--- config.mk ---
export PLATFORM = sky130hd
export DESIGN_NAME = io_bus_arb_flat
export DESIGN_NICKNAME = d
export VERILOG_FILES = /design/src/rtl/io_bus_arb_if.sv /design/src/rtl/io_bus_arb.sv /design/src/flat_wrapper.sv
export SDC_FILE = /design/constraint.sdc
export NUM_CORES = 1
export LEC_CHECK = 0
export ABC_AREA = 1
export ABC_CLOCK_PERIOD_IN_PS = 3200
export CAP_MARGIN = 20
export CORE_AREA = 4 4 100 102
export DETAILED_ROUTE_END_ITERATION = 10
export DIE_AREA = 0 0 104 106
export DONT_BUFFER_PORTS = 1
export PLACE_DENSITY = 0.57
export REMOVE_ABC_BUFFERS = 1
export SYNTH_ARGS = -nofsm -noshare
export SYNTH_HDL_FRONTEND = slang
export SYNTH_SLANG_ARGS = --single-unit
--- constraint.sdc ---
create_clock -name clk -period 3.2 [get_ports clk]
set_input_delay 0.16 -clock clk [delete_from_list [all_inputs] [get_ports clk]]
set_output_delay 0.16 -clock clk [all_outputs]
set_load 0.01 [all_outputs]
--- src/rtl/io_bus_arb_if.sv ---
// Signal bundle for the shared IO bus: two requesting masters on one side,
// the dma_io peripheral chain on the other. The arbiter uses the slave
// view. The master view is for whoever drives the requests and returns
// peripheral read data (masters plus the peripheral chain).
interface io_bus_arb_if #(
  parameter int ADR_W  = 14,
  parameter int DATA_W = 32
);
  // Master 0 (CPU load/store path)
  logic              m0_req;
  logic              m0_we;
  logic [ADR_W-1:0]  m0_adr;
  logic [DATA_W-1:0] m0_wdata;
  logic              m0_gnt;
  logic [DATA_W-1:0] m0_rdata;
  logic              m0_rvalid;

  // Master 1 (UART debug monitor)
  logic              m1_req;
  logic              m1_we;
  logic [ADR_W-1:0]  m1_adr;
  logic [DATA_W-1:0] m1_wdata;
  logic              m1_gnt;
  logic [DATA_W-1:0] m1_rdata;
  logic              m1_rvalid;

  // Registered command toward the peripherals, daisy-chained read data back
  logic              dma_io_we;
  logic [ADR_W-1:0]  dma_io_wadr;
  logic [DATA_W-1:0] dma_io_wdata;
  logic [ADR_W-1:0]  dma_io_radr;
  logic              dma_io_radr_en;
  logic [DATA_W-1:0] dma_io_rdata;

  modport slave (
    input  m0_req, m0_we, m0_adr, m0_wdata,
    output m0_gnt, m0_rdata, m0_rvalid,
    input  m1_req, m1_we, m1_adr, m1_wdata,
    output m1_gnt, m1_rdata, m1_rvalid,
    output dma_io_we, dma_io_wadr, dma_io_wdata, dma_io_radr, dma_io_radr_en,
    input  dma_io_rdata
  );

  modport master (
    output m0_req, m0_we, m0_adr, m0_wdata,
    input  m0_gnt, m0_rdata, m0_rvalid,
    output m1_req, m1_we, m1_adr, m1_wdata,
    input  m1_gnt, m1_rdata, m1_rvalid,
    input  dma_io_we, dma_io_wadr, dma_io_wdata, dma_io_radr, dma_io_radr_en,
    output dma_io_rdata
  );
endinterface

--- src/rtl/io_bus_arb.sv ---
// Two-master arbiter for the shared IO bus. Grants at most one command per
// cycle (round-robin, or master 0 first when FIXED_PRIO=1). The granted
// command is registered onto dma_io_*. A two-stage {valid, owner} pipeline
// steers the peripheral read data back to the master that issued the read.
module io_bus_arb #(
  parameter int FIXED_PRIO = 0,
  parameter int ADR_W      = 14,
  parameter int DATA_W     = 32
) (
  input  logic        clk,
  input  logic        rst_n,
  io_bus_arb_if.slave bus
);

  logic              gnt0;
  logic              gnt1;
  logic              any_gnt;
  logic              last_gnt;     // 0 = master 0 was granted last, 1 = master 1

  logic              sel_we;
  logic [ADR_W-1:0]  sel_adr;
  logic [DATA_W-1:0] sel_wdata;

  logic              we_p0;
  logic [ADR_W-1:0]  wadr_p0;
  logic [DATA_W-1:0] wdata_p0;
  logic [ADR_W-1:0]  radr_p0;
  logic              vld_p0;       // read issued on the bus this cycle
  logic              own_p0;
  logic              vld_p1;       // peripheral read data is valid this cycle
  logic              own_p1;

  // Grant decision. Held off while in reset so that no master sees a grant
  // for a command that the held-in-reset registers would drop.
  always_comb begin
    gnt0 = 1'b0;
    gnt1 = 1'b0;
    if (rst_n) begin
      if (bus.m0_req && bus.m1_req) begin
        if ((FIXED_PRIO != 0) || last_gnt) begin
          gnt0 = 1'b1;
        end else begin
          gnt1 = 1'b1;
        end
      end else begin
        gnt0 = bus.m0_req;
        gnt1 = bus.m1_req;
      end
    end
  end

  assign any_gnt = gnt0 | gnt1;

  // Select the granted master's command for registration.
  always_comb begin
    sel_we    = bus.m0_we;
    sel_adr   = bus.m0_adr;
    sel_wdata = bus.m0_wdata;
    if (gnt1) begin
      sel_we    = bus.m1_we;
      sel_adr   = bus.m1_adr;
      sel_wdata = bus.m1_wdata;
    end
  end

  // ---- stage p0: accepted command drives the bus (grant cycle + 1) ----
  // Register the accepted command and track the last granted master.
  always_ff @(posedge clk or negedge rst_n) begin
    if (!rst_n) begin
      last_gnt <= 1'b1;
      we_p0    <= 1'b0;
      wadr_p0  <= '0;
      wdata_p0 <= '0;
      radr_p0  <= '0;
      vld_p0   <= 1'b0;
      own_p0   <= 1'b0;
    end else begin
      we_p0  <= any_gnt & sel_we;
      vld_p0 <= any_gnt & ~sel_we;
      own_p0 <= gnt1;
      if (any_gnt) begin
        last_gnt <= gnt1;
      end
      if (any_gnt && sel_we) begin
        wadr_p0  <= sel_adr;
        wdata_p0 <= sel_wdata;
      end
      if (any_gnt && !sel_we) begin
        radr_p0 <= sel_adr;
      end
    end
  end

  // ---- stage p1: peripheral read data returns (grant cycle + 2) ----
  // Carry the read owner forward to line up with the returning data.
  always_ff @(posedge clk or negedge rst_n) begin
    if (!rst_n) begin
      vld_p1 <= 1'b0;
      own_p1 <= 1'b0;
    end else begin
      vld_p1 <= vld_p0;
      own_p1 <= own_p0;
    end
  end

  assign bus.m0_gnt         = gnt0;
  assign bus.m1_gnt         = gnt1;

  assign bus.dma_io_we      = we_p0;
  assign bus.dma_io_wadr    = wadr_p0;
  assign bus.dma_io_wdata   = wdata_p0;
  assign bus.dma_io_radr    = radr_p0;
  assign bus.dma_io_radr_en = vld_p0;

  // Read data fans out to both masters; only rvalid says whose it is.
  assign bus.m0_rdata       = bus.dma_io_rdata;
  assign bus.m1_rdata       = bus.dma_io_rdata;
  assign bus.m0_rvalid      = vld_p1 & ~own_p1;
  assign bus.m1_rvalid      = vld_p1 & own_p1;

endmodule

--- src/flat_wrapper.sv ---
// flat-port wrapper written by rule: the top's interface ports become plain ports
module io_bus_arb_flat 
#(
  parameter int FIXED_PRIO = 0,
  parameter int ADR_W      = 14,
  parameter int DATA_W     = 32
)
  (clk, rst_n, bus_m0_req, bus_m0_we, bus_m0_adr, bus_m0_wdata, bus_m0_gnt, bus_m0_rdata, bus_m0_rvalid, bus_m1_req, bus_m1_we, bus_m1_adr, bus_m1_wdata, bus_m1_gnt, bus_m1_rdata, bus_m1_rvalid, bus_dma_io_we, bus_dma_io_wadr, bus_dma_io_wdata, bus_dma_io_radr, bus_dma_io_radr_en, bus_dma_io_rdata);
  io_bus_arb_if #(.ADR_W(ADR_W), .DATA_W(DATA_W)) bus_i ();
  input  logic clk;
  input  logic rst_n;
  input wire logic [$bits(bus_i.m0_req)-1:0] bus_m0_req;
  input wire logic [$bits(bus_i.m0_we)-1:0] bus_m0_we;
  input wire logic [$bits(bus_i.m0_adr)-1:0] bus_m0_adr;
  input wire logic [$bits(bus_i.m0_wdata)-1:0] bus_m0_wdata;
  output wire logic [$bits(bus_i.m0_gnt)-1:0] bus_m0_gnt;
  output wire logic [$bits(bus_i.m0_rdata)-1:0] bus_m0_rdata;
  output wire logic [$bits(bus_i.m0_rvalid)-1:0] bus_m0_rvalid;
  input wire logic [$bits(bus_i.m1_req)-1:0] bus_m1_req;
  input wire logic [$bits(bus_i.m1_we)-1:0] bus_m1_we;
  input wire logic [$bits(bus_i.m1_adr)-1:0] bus_m1_adr;
  input wire logic [$bits(bus_i.m1_wdata)-1:0] bus_m1_wdata;
  output wire logic [$bits(bus_i.m1_gnt)-1:0] bus_m1_gnt;
  output wire logic [$bits(bus_i.m1_rdata)-1:0] bus_m1_rdata;
  output wire logic [$bits(bus_i.m1_rvalid)-1:0] bus_m1_rvalid;
  output wire logic [$bits(bus_i.dma_io_we)-1:0] bus_dma_io_we;
  output wire logic [$bits(bus_i.dma_io_wadr)-1:0] bus_dma_io_wadr;
  output wire logic [$bits(bus_i.dma_io_wdata)-1:0] bus_dma_io_wdata;
  output wire logic [$bits(bus_i.dma_io_radr)-1:0] bus_dma_io_radr;
  output wire logic [$bits(bus_i.dma_io_radr_en)-1:0] bus_dma_io_radr_en;
  input wire logic [$bits(bus_i.dma_io_rdata)-1:0] bus_dma_io_rdata;
  assign bus_i.m0_req = bus_m0_req;
  assign bus_i.m0_we = bus_m0_we;
  assign bus_i.m0_adr = bus_m0_adr;
  assign bus_i.m0_wdata = bus_m0_wdata;
  assign bus_m0_gnt = bus_i.m0_gnt;
  assign bus_m0_rdata = bus_i.m0_rdata;
  assign bus_m0_rvalid = bus_i.m0_rvalid;
  assign bus_i.m1_req = bus_m1_req;
  assign bus_i.m1_we = bus_m1_we;
  assign bus_i.m1_adr = bus_m1_adr;
  assign bus_i.m1_wdata = bus_m1_wdata;
  assign bus_m1_gnt = bus_i.m1_gnt;
  assign bus_m1_rdata = bus_i.m1_rdata;
  assign bus_m1_rvalid = bus_i.m1_rvalid;
  assign bus_dma_io_we = bus_i.dma_io_we;
  assign bus_dma_io_wadr = bus_i.dma_io_wadr;
  assign bus_dma_io_wdata = bus_i.dma_io_wdata;
  assign bus_dma_io_radr = bus_i.dma_io_radr;
  assign bus_dma_io_radr_en = bus_i.dma_io_radr_en;
  assign bus_i.dma_io_rdata = bus_dma_io_rdata;
  io_bus_arb #(.FIXED_PRIO(FIXED_PRIO), .ADR_W(ADR_W), .DATA_W(DATA_W)) u_core (.clk(clk), .rst_n(rst_n), .bus(bus_i));
endmodule
==> run_results.csv, run 1 <==
group,metric,value,unit
logic_synthesis,synth_area_leaders,"dfrtp_1 (43%), nand2_1 (22%), nand3_1 (15%)",
sta,hold_violations,0,
floorplanning,fp.dieW,104,um
critical_path,path_common_cell,"nand2_1",
sta,finalCritPeriodShare,67.0,%
sta,drv_slew,0,
critical_path,crit_type,"reg -> reg",
logic_synthesis,syn_avg_cell_area,7.39,um2
sta,final.setup_skew,0.0115,ns
global_routing,grt_pass1_vias,2841,
critical_path,worstPathArrival,2.43,ns
logic_synthesis,synth_cell_type_count,15,
detailed_routing,postRouteWirelength,12300,um
clock_tree,cts-root-buf,"clkbuf_8",
detailed_routing,drtAntennaViolNets,0,
pwr,p_leak,1.99,nW
sta,setup_tns,0,ns
run_status,status,"finished, final reports clean",
cells_and_area,drive_gt1_share,7.13,%
floorplanning,core.rowCount,35,
clock_tree,tritoncts,"done",
sta,holdWs,0.0419,ns
cells_and_area,nets,560,
critical_path,rr_startpoint,"u_core.last_gnt$_DFFE_PN1P_",
logic_synthesis,synth.most_common_cell,"nand2_1",
clock_tree,cts_buffers,9,
detailed_routing,first_pass_iters,6,
floorplanning,initial_core_util,41.1,%
detailed_routing,drt_iter0_drc,168,
logic_synthesis,synth_common_cells,"nand2_1 (219), nand3_1 (110), dfrtp_1 (65)",
logic_synthesis,synthArstFlopShare,100,%
pwr,power.total,2.33,mW
clock_tree,clock_latency,0.34,ns
sta,max_freq,466,MHz
cells_and_area,diodes,0,
min_path,hp-start,"bus_m0_wdata[7]",
logic_synthesis,yosysTopAreaCellShare,43.4,%
place,place_area,3310,um2
critical_path,critPathSlowestCell,"dfstp_2",
detailed_routing,drt-wirelength-per-cell,22.6,um
clock_tree,path_clk_slew,0.09,ns
clock_tree,cts_resized,0,
critical_path,startpoint_type,"flip-flop",
place,dp_worst_setup_slack,1.05,ns
min_path,hp-class,"in -> reg",
logic_synthesis,synth_edf_count,0,
run,cap_violations,0,
detailed_routing,vias,2971,
sta,postLayoutSetupSlackWorst,1.05,ns
critical_path,critical_path_buf_inv_count,1,
logic_synthesis,ys_seq_area_share,44.1,%
cells_and_area,fillers,991,
critical_path,crit_family,"simple AND/OR/NAND/NOR gates",
pwr,vdd_drop_max,0.256,mV
critical_path,endpoint_kind,"flip-flop",
floorplanning,core_area,9110,um2
floorplanning,die_y,106,um
floorplanning,num_io_pins,260,
global_routing,grtUsageTotal,22.1,%
detailed_routing,vias_per_cell,5.44,
floorplanning,dieArea,11000,um2
global_routing,grt_pass1_wl,18400,um
cells_and_area,final_area,3560,um2
sta,final-setup-viol-count,0,
global_routing,antenna_found_initial,0,
cells_and_area,stdcell_count,546,
critical_path,crit_path_cell_trace,"nand2_2 -> nand2_2 -> nand2_1 -> nand2_1 -> buf_4 -> nand3_1 -> nand2_1",
detailed_routing,drc,0,
sta,worst_pin_slew,0.663,ns
logic_synthesis,synth_cells,507,
global_routing,gr-total-overflow,0,
cells_and_area,areaGrowthSynthToFinish,-4.84,%
cells_and_area,post-route-util,39.1,%
global_routing,grt_max_degree,67,
place,dp.cells,528,
sta,slew-limit-headroom,55.7,%
critical_path,crit_start,"u_core.last_gnt$_DFFE_PN1P_",
critical_path,critPathMaxFanout,40,
place,globalplace.congestion,0.783,
pwr,p_per_area,654,nW/um2
logic_synthesis,synth_area_leader_cell,"dfrtp_1",
sta,period_needed,2.15,ns
critical_path,slowest_delay,0.54,ns
clock_tree,clock_path_buffers,2,
critical_path,required,3.49,ns
clock_tree,h-tree-depth,3,
place,portBuffers,0,
clock_tree,cts.sinks,66,
logic_synthesis,synthFlopType,"dfrtp_1",
logic_synthesis,yosysWarnings,0,
logic_synthesis,synth.cell_area,3750,um2
logic_synthesis,ys_ff_latch,66,
place,dp_hpwl,8860,um
sta,rsz0062_at_grt,"no",
[worst min-delay path: stages]
cell and delay (ns):
nand2_1 0.04, nand2_1 0.05, nand3_1 0.06, nand2_1 0.05
[sequential cells by signal, indices dropped and copies added (netlist names)]
name / cells
u_core.vld_p1: 1
u_core.last_gnt: 1
u_core.own_p1: 1
u_core.bus.dma_io_wadr: 14
u_core.bus.dma_io_we: 1
u_core.bus.dma_io_radr_en: 1
u_core.bus.dma_io_wdata: 32
u_core.own_p0: 1
u_core.bus.dma_io_radr: 14
[worst paths after layout]
kind / cells past startpoint / slack, ns / endpoint
max: 7 / 1.05 / u_core.bus.dma_io_wadr[7]$_DFFE_PN0P_
min: 4 / 0.04 / u_core.bus.dma_io_wdata[7]$_DFFE_PN0P_
max reg2reg: 7 / 1.05 / u_core.bus.dma_io_wadr[7]$_DFFE_PN0P_
min reg2reg: 0 / 0.36 / u_core.own_p1$_DFF_PN0_
max in group asynchronous: 2 / 2.48 / u_core.last_gnt$_DFFE_PN1P_
min in group asynchronous: 2 / 0.35 / u_core.bus.dma_io_wadr[2]$_DFFE_PN0P_
[metal layers]
metal  GRT usage, %  vias up  part of all wire [%]
li1               -     1386                     -
met2           28.1      198                    41
met1           29.5     1373                    42
met5           5.71        -                  0.38
met4           6.27        2                   1.1
met3           14.9       12                    16
[cell usage in the layout, fill, tap and decap left out, drive strengths merged, types with 2 or more instances in the layout]
| cell | count |
|---|---|
| clkbuf | 10 |
| bufinv | 2 |
| nand3 | 110 |
| o21ai | 2 |
| inv | 12 |
| buf | 7 |
| clkinv | 2 |
| nand2 | 220 |
| dfrtp | 65 |
[timing repair]
action | 4_1_cts | 5_1_grt
hold buffers | 2 | 0
buffers inserted | 0 | 0
endpoints found under the hold margin | 66 | 0
[where the power goes]
group,switching [mW],leakage (nW),internal (mW)
clock network,0.358,0.107,0.442
registers,0.193,0.835,0.988
logic,0.234,1.05,0.115
total,0.785,1.99,1.55
[kinds of logic after synthesis]
kind of cell,synth area share [%]
and+or+nand+nor,36.9
buffers and inverters,18.4
DFF,44.1
AOI/OAI and AO/OA,0.568
[layout make-up]
type                            count  area [um2]  share of cell area, %
Clock buffer                       10         128                   3.58
Multi-Input combinational cell    334        1420                   39.8
Tap cell                          111         139                   3.90
Timing Repair Buffer                8        95.1                   2.67
Sequential cell                    66        1650                   46.4
Clock inverter                      6        90.1                   2.53
Inverter                           11        41.3                   1.16
No activity file was read; power rests on OpenSTA's default activity.
==> run 2: changes to the inputs <==
--- a/config.mk
+++ b/config.mk
@@ -6,13 +6,13 @@
 export NUM_CORES = 1
 export LEC_CHECK = 0
 export ABC_AREA = 1
-export ABC_CLOCK_PERIOD_IN_PS = 3200
+export ABC_CLOCK_PERIOD_IN_PS = 1930
 export CAP_MARGIN = 20
 export CORE_AREA = 4 4 100 102
 export DETAILED_ROUTE_END_ITERATION = 10
 export DIE_AREA = 0 0 104 106
 export DONT_BUFFER_PORTS = 1
-export PLACE_DENSITY = 0.57
+export PLACE_DENSITY = 0.6
 export REMOVE_ABC_BUFFERS = 1
 export SYNTH_ARGS = -nofsm -noshare
 export SYNTH_HDL_FRONTEND = slang
==> constraint.sdc (replaced) <==
create_clock -name clk -period 1.93 [get_ports clk]
set_input_delay 0.0965 -clock clk [delete_from_list [all_inputs] [get_ports clk]]
set_output_delay 0.0965 -clock clk [all_outputs]
set_load 0.01 [all_outputs]
==> run_results.csv, run 2 (same netlist as run 1, synthesis figures left out) <==
group,metric,value,unit
floorplanning,die_y,106,um
sta,slew-limit-headroom,61.2,%
cells_and_area,diodes,0,
sta,setup_tns,0,ns
clock_tree,cts.sinks,66,
global_routing,grt_max_degree,67,
cells_and_area,drive_gt1_share,7.80,%
clock_tree,clock_path_buffers,2,
pwr,p_per_area,935,nW/um2
detailed_routing,drt_iter0_drc,208,
global_routing,gr-total-overflow,0,
global_routing,antenna_found_initial,0,
run_status,status,"finished, final reports clean",
clock_tree,post_cts_buffers,0,
clock_tree,cts_buffers,9,
clock_tree,tritoncts,"done",
cells_and_area,areaGrowthSynthToFinish,7.85,%
run,cap_violations,0,
cells_and_area,fillers,904,
detailed_routing,vias_per_cell,5.51,
sta,max_freq,635,MHz
critical_path,required,1.83,ns
sta,period_needed,1.57,ns
place,dp_hpwl,9430,um
critical_path,startpoint_type,"flip-flop",
pwr,netSwitchingPower,1.29,mW
sta,finalCritPeriodShare,81.6,%
sta,drv_slew,0,
pwr,switching_share,34.0,%
floorplanning,dieArea,11000,um2
pwr,p_leak,2.20,nW
detailed_routing,drt-wirelength-per-cell,22.4,um
critical_path,critPathMaxFanout,10,
cells_and_area,largest_register_ffs,32,
detailed_routing,drtAntennaViolNets,0,
global_routing,met2_usage,33.8,%
pwr,p_int,2.49,mW
clock_tree,clock_latency,0.35,ns
global_routing,globalRouteMet1Util,30.3,%
pwr,vdd_drop_max,0.434,mV
pwr,clkPwrFrac,30.2,%
sta,postLayoutSetupSlackWorst,0.355,ns
place,dp_worst_setup_slack,0.368,ns
detailed_routing,drc,0,
floorplanning,core.rowCount,35,
sta,hold_violations,0,
floorplanning,fp.dieW,104,um
detailed_routing,vias,3293,
min_path,hp-class,"in -> reg",
global_routing,grt_pass1_vias,3259,
cells_and_area,layout_common_cells,"nand2_1 (217), nand3_1 (109), dfrtp_1 (65), dlygate4sd3_1 (47), buf_4 (11)",
sta,final.setup_skew,0.00983,ns
global_routing,use_met3,17.1,%
pwr,p_seq_share,51.8,%
critical_path,crit_type,"reg -> out",
sta,rsz0062_at_grt,"no",
clock_tree,h-tree-depth,3,
floorplanning,core_area,9110,um2
detailed_routing,first_pass_iters,4,
critical_path,worstPathArrival,1.48,ns
clock_tree,path_clk_slew,0.08,ns
critical_path,endpoint_kind,"output pin",
clock_tree,cts-root-buf,"clkbuf_8",
global_routing,grtUsageTotal,24.5,%
pwr,pwr-share-comb,18.0,%
global_routing,grt_pass1_wl,20400,um
cells_and_area,mostFrequentLayoutCell,"nand2_1",
sta,final-setup-viol-count,0,
place,globalplace.congestion,0.721,
sta,worst_pin_slew,0.579,ns
floorplanning,initial_core_util,41.1,%
cells_and_area,nets,612,
floorplanning,num_io_pins,260,
place,portBuffers,0,
detailed_routing,postRouteWirelength,13400,um
global_routing,busiest_layer,"met2",
==> run 2: changes by cell type in the layout (fill, tap and decap cells not counted), sizes merged <==
cell         change
clkinv           +2
buf              +6
dlygate4sd3     +46
inv              -1
bufinv           -1
==> run 2: path summary, 6_finish.rpt <==
| check | from | to | slack [ns] | depth (start not counted) |
|---|---|---|---|---|
| setup / recovery | u_core.last_gnt$_DFFE_PN1P_ | bus_m1_gnt | 0.36 | 5 |
| hold / removal | bus_m1_wdata[9] | u_core.bus.dma_io_wdata[9]$_DFFE_PN0P_ | 0.01 | 4 |
| setup reg to reg | u_core.last_gnt$_DFFE_PN1P_ | u_core.bus.dma_io_radr[8]$_DFFE_PN0P_ | 0.37 | 7 |
| hold reg to reg | u_core.own_p0$_DFF_PN0_ | u_core.own_p1$_DFF_PN0_ | 0.35 | 0 |
| max in group asynchronous | rst_n | u_core.last_gnt$_DFFE_PN1P_ | 1.31 | 2 |
| min in group asynchronous | rst_n | u_core.bus.dma_io_wadr[6]$_DFFE_PN0P_ | 0.31 | 2 |
==> run 2: layer usage <==
metal  up-vias  wire [um]  share of wire (%)
met5         -         57               0.42
met4         2        136                1.0
met3        15       2160                 16
met2       239       5670                 42
met1      1547       5390                 40
li1       1490          -                  -
==> run 2: stage by stage <==
| stage | power (mW) | hold WS (ns) | util [%] | cell area [um2] | cells |
|---|---|---|---|---|---|
| floorplan | 2.33 | -0.199 | - | 3100 | 411 |
| global placement | 2.54 | -0.198 | 36.9 | 3360 | 534 |
| detailed placement | 2.55 | -0.197 | 36.9 | 3360 | 534 |
| CTS | 3.82 | 0.000510 | 44.4 | 4040 | 598 |
| global route | 4.02 | 0.0158 | 44.4 | 4040 | 598 |
| finish | 3.78 | 0.0112 | 44.4 | 4040 | 598 |
==> run 2: cell type report <==
| class | count | area [um2] | share of cell area [%] |
|---|---|---|---|
| multi-input combinational | 334 | 1420 | 35.2 |
| clock buffer | 10 | 128 | 3.16 |
| tap | 111 | 139 | 3.44 |
| clock inverter | 6 | 57.6 | 1.42 |
| inverter | 11 | 41.3 | 1.02 |
| timing repair buffer | 60 | 601 | 14.9 |
| sequential | 66 | 1650 | 40.9 |
==> run 2: power by group through the flow <==
stage               clock network, mW  logic (mW)  registers (mW)
global route                     1.25       0.786            1.99
detailed placement                  0       0.571            1.98
finish                           1.14       0.681            1.96
CTS                              1.17       0.684            1.96
global placement                    0       0.552            1.98
floorplan                           0       0.414            1.91
==> run 2: critical path, cell delays in order, from the launching register on <==
cell	delay (ns)
dfstp_2	0.54
nand2_2	0.09
nand2_2	0.11
buf_4	0.18
inv_1	0.07
buf_4	0.14
==> run 2: what timing repair did <==
action	4_1_cts	5_1_grt
endpoints found under the setup margin	0	0
resized for setup	0	0
hold endpoints to repair	110	0
hold buffers	48	0
==> run 3: changes to the inputs <==
--- a/config.mk
+++ b/config.mk
@@ -6,7 +6,7 @@
 export NUM_CORES = 1
 export LEC_CHECK = 0
 export ABC_AREA = 1
-export ABC_CLOCK_PERIOD_IN_PS = 1930
+export ABC_CLOCK_PERIOD_IN_PS = 1430
 export CAP_MARGIN = 20
 export CORE_AREA = 4 4 100 102
 export DETAILED_ROUTE_END_ITERATION = 10
==> constraint.sdc (replaced) <==
create_clock -name clk -period 1.43 [get_ports clk]
set_input_delay 0.0715 -clock clk [delete_from_list [all_inputs] [get_ports clk]]
set_output_delay 0.0715 -clock clk [all_outputs]
set_load 0.01 [all_outputs]
==> run_results.csv, run 3 (same netlist as run 1, synthesis figures left out) <==
group,metric,value,unit
clock_tree,clock_path_buffers,2,
floorplanning,core.rowCount,35,
cells_and_area,layout_common_cells,"nand2_1 (205), nand3_1 (107), dlygate4sd3_1 (83), dfrtp_1 (65)",
detailed_routing,drt_iter0_drc,203,
global_routing,gr-total-overflow,0,
pwr,p_leak,2.52,nW
detailed_routing,first_pass_iters,4,
sta,rsz0062_at_grt,"yes",
global_routing,grt_pass1_vias,3491,
pwr,clkPwrFrac,34.9,%
cells_and_area,mostFrequentLayoutCell,"nand2_1",
pwr,p_int,4.01,mW
clock_tree,cts_buffers,9,
clock_tree,cts-root-buf,"clkbuf_8",
detailed_routing,wl_met1,5620,um
cells_and_area,final_area,4800,um2
critical_path,required,1.36,ns
detailed_routing,dr.max_layer_used,"met5",
sta,hold_violations,66,
pwr,vdd_drop_max,0.462,mV
place,dp_hpwl,9350,um
floorplanning,die_y,106,um
cells_and_area,nets,661,
pwr,p_per_area,1210,nW/um2
detailed_routing,vias_per_cell,5.42,
global_routing,antenna_found_initial,0,
detailed_routing,vias,3509,
clock_tree,cts.sinks,66,
cells_and_area,diodes,0,
sta,final-setup-viol-count,0,
sta,drv_slew,0,
pwr,netSwitchingPower,1.81,mW
pwr,pwr-share-comb,19.5,%
floorplanning,fp.dieW,104,um
pwr,p_seq_share,45.6,%
place,portBuffers,0,
critical_path,critPathMaxFanout,6,
floorplanning,num_io_pins,260,
run,cap_violations,0,
sta,slew-limit-headroom,73.2,%
detailed_routing,met2WireLength,6490,um
clock_tree,clock_latency,0.34,ns
place,dp.cells,539,
detailed_routing,drt-wirelength-per-cell,22.6,um
min_path,hp-class,"in -> async",
critical_path,endpoint_kind,"output pin",
cells_and_area,drive_gt1_share,12.9,%
clock_tree,tritoncts,"done",
floorplanning,core_area,9110,um2
critical_path,worstPathArrival,1.35,ns
critical_path,startpoint_type,"flip-flop",
critical_path,crit_type,"reg -> out",
detailed_routing,routed-wl-met3,2130,um
sta,holdWs,-0.584,ns
place,place_area,3440,um2
global_routing,grt_max_degree,69,
floorplanning,initial_core_util,41.1,%
cells_and_area,areaGrowthSynthToFinish,28.3,%
pwr,switching_share,31.1,%
sta,finalCritPeriodShare,99.5,%
global_routing,grtUsageTotal,24.7,%
cells_and_area,post-route-util,52.7,%
sta,max_freq,703,MHz
pwr,power.total,5.82,mW
detailed_routing,postRouteWirelength,14600,um
global_routing,grt_pass1_wl,21000,um
sta,worst_pin_slew,0.403,ns
clock_tree,path_clk_slew,0.08,ns
cells_and_area,largest_register_ffs,32,
run_status,status,"complete, but fails checks",
sta,final.setup_skew,0.0113,ns
run_status,violations,"negative hold slack",
detailed_routing,drtAntennaViolNets,0,
sta,period_needed,1.42,ns
place,globalplace.congestion,0.720,
detailed_routing,drc,0,
cells_and_area,stdcell_count,647,
floorplanning,dieArea,11000,um2
clock_tree,h-tree-depth,3,
sta,setup_tns,0,ns
-- run 3: cell types whose count changed in the layout (fill, tap and decap cells not counted), sizes merged --
cell	delta
bufinv	+2
clkbuf	+5
clkinvlp	-1
clkinv	-4
buf	+9
inv	+2
dlygate4sd3	+36
-- run 3: power by group through the flow --
stage	Sequential [mW]	Clock [mW]	Combinational, mW
after floorplan	2.58	0	0.559
final	2.66	2.03	1.14
after global placement	2.68	0	0.783
after CTS	2.65	2.10	1.00
after global routing	2.70	2.16	1.27
after detailed placement	2.68	0	0.812
-- run 3: per-stage QoR --
stage               hold slack [ns]  setup WS, ns
floorplan                    -0.224         -1.81
global placement             -0.223        0.0791
detailed placement           -0.222        0.0362
CTS                          -0.608       -0.0185
global route                 -0.614       -0.0536
finish                       -0.584       0.00678
-- run 3: critical path, cell delays in order, from the launching register on --
cell and delay [ns]:
dfstp_2 0.57, nand2_4 0.08, nand2_4 0.10, buf_6 0.12, inv_4 0.03, buf_6 0.10
-- run 3: layout make-up --
class / instances / area, um2
Fill cell: 858 / 4300
Sequential cell: 66 / 1650
Multi-Input combinational cell: 334 / 1490
Timing Repair Buffer: 109 / 1220
Clock buffer: 11 / 151
Tap cell: 111 / 139
Clock inverter: 5 / 108
Inverter: 11 / 43.8
-- run 3: layer usage --
metal  track usage [%]  vias to the layer above
li1                  -                     1592
met1              29.1                     1640
met2              36.6                      250
met3              15.8                       25
met4              7.31                        2
met5              6.19                        -
-- run 3: repair_timing --
action	4_1_cts	5_1_grt
endpoints found under the setup margin	2	51
hold buffers	81	2
endpoints found under the hold margin	122	68
setup buffers	2	1
gates cloned	0	6
pin swaps	0	5
gates resized for setup	5	31
-- run 3: worst paths after layout --
check / from / end / slack [ns] / cells past startpoint
worst max register to register: u_core.last_gnt$_DFFE_PN1P_ / u_core.bus.dma_io_wdata[1]$_DFFE_PN0P_ / 0.05 / 7
worst min register to register: u_core.own_p0$_DFF_PN0_ / u_core.own_p1$_DFF_PN0_ / 0.35 / 0
min in group clk: bus_m1_adr[13] / u_core.bus.dma_io_radr[13]$_DFFE_PN0P_ / 0.01 / 4
max in group asynchronous: rst_n / u_core.last_gnt$_DFFE_PN1P_ / 1.83 / 0
worst max-delay path: u_core.last_gnt$_DFFE_PN1P_ / bus_m1_gnt / 0.007 / 5
worst min-delay path: rst_n / u_core.bus.dma_io_wadr[6]$_DFFE_PN0P_ / -0.58 / 0
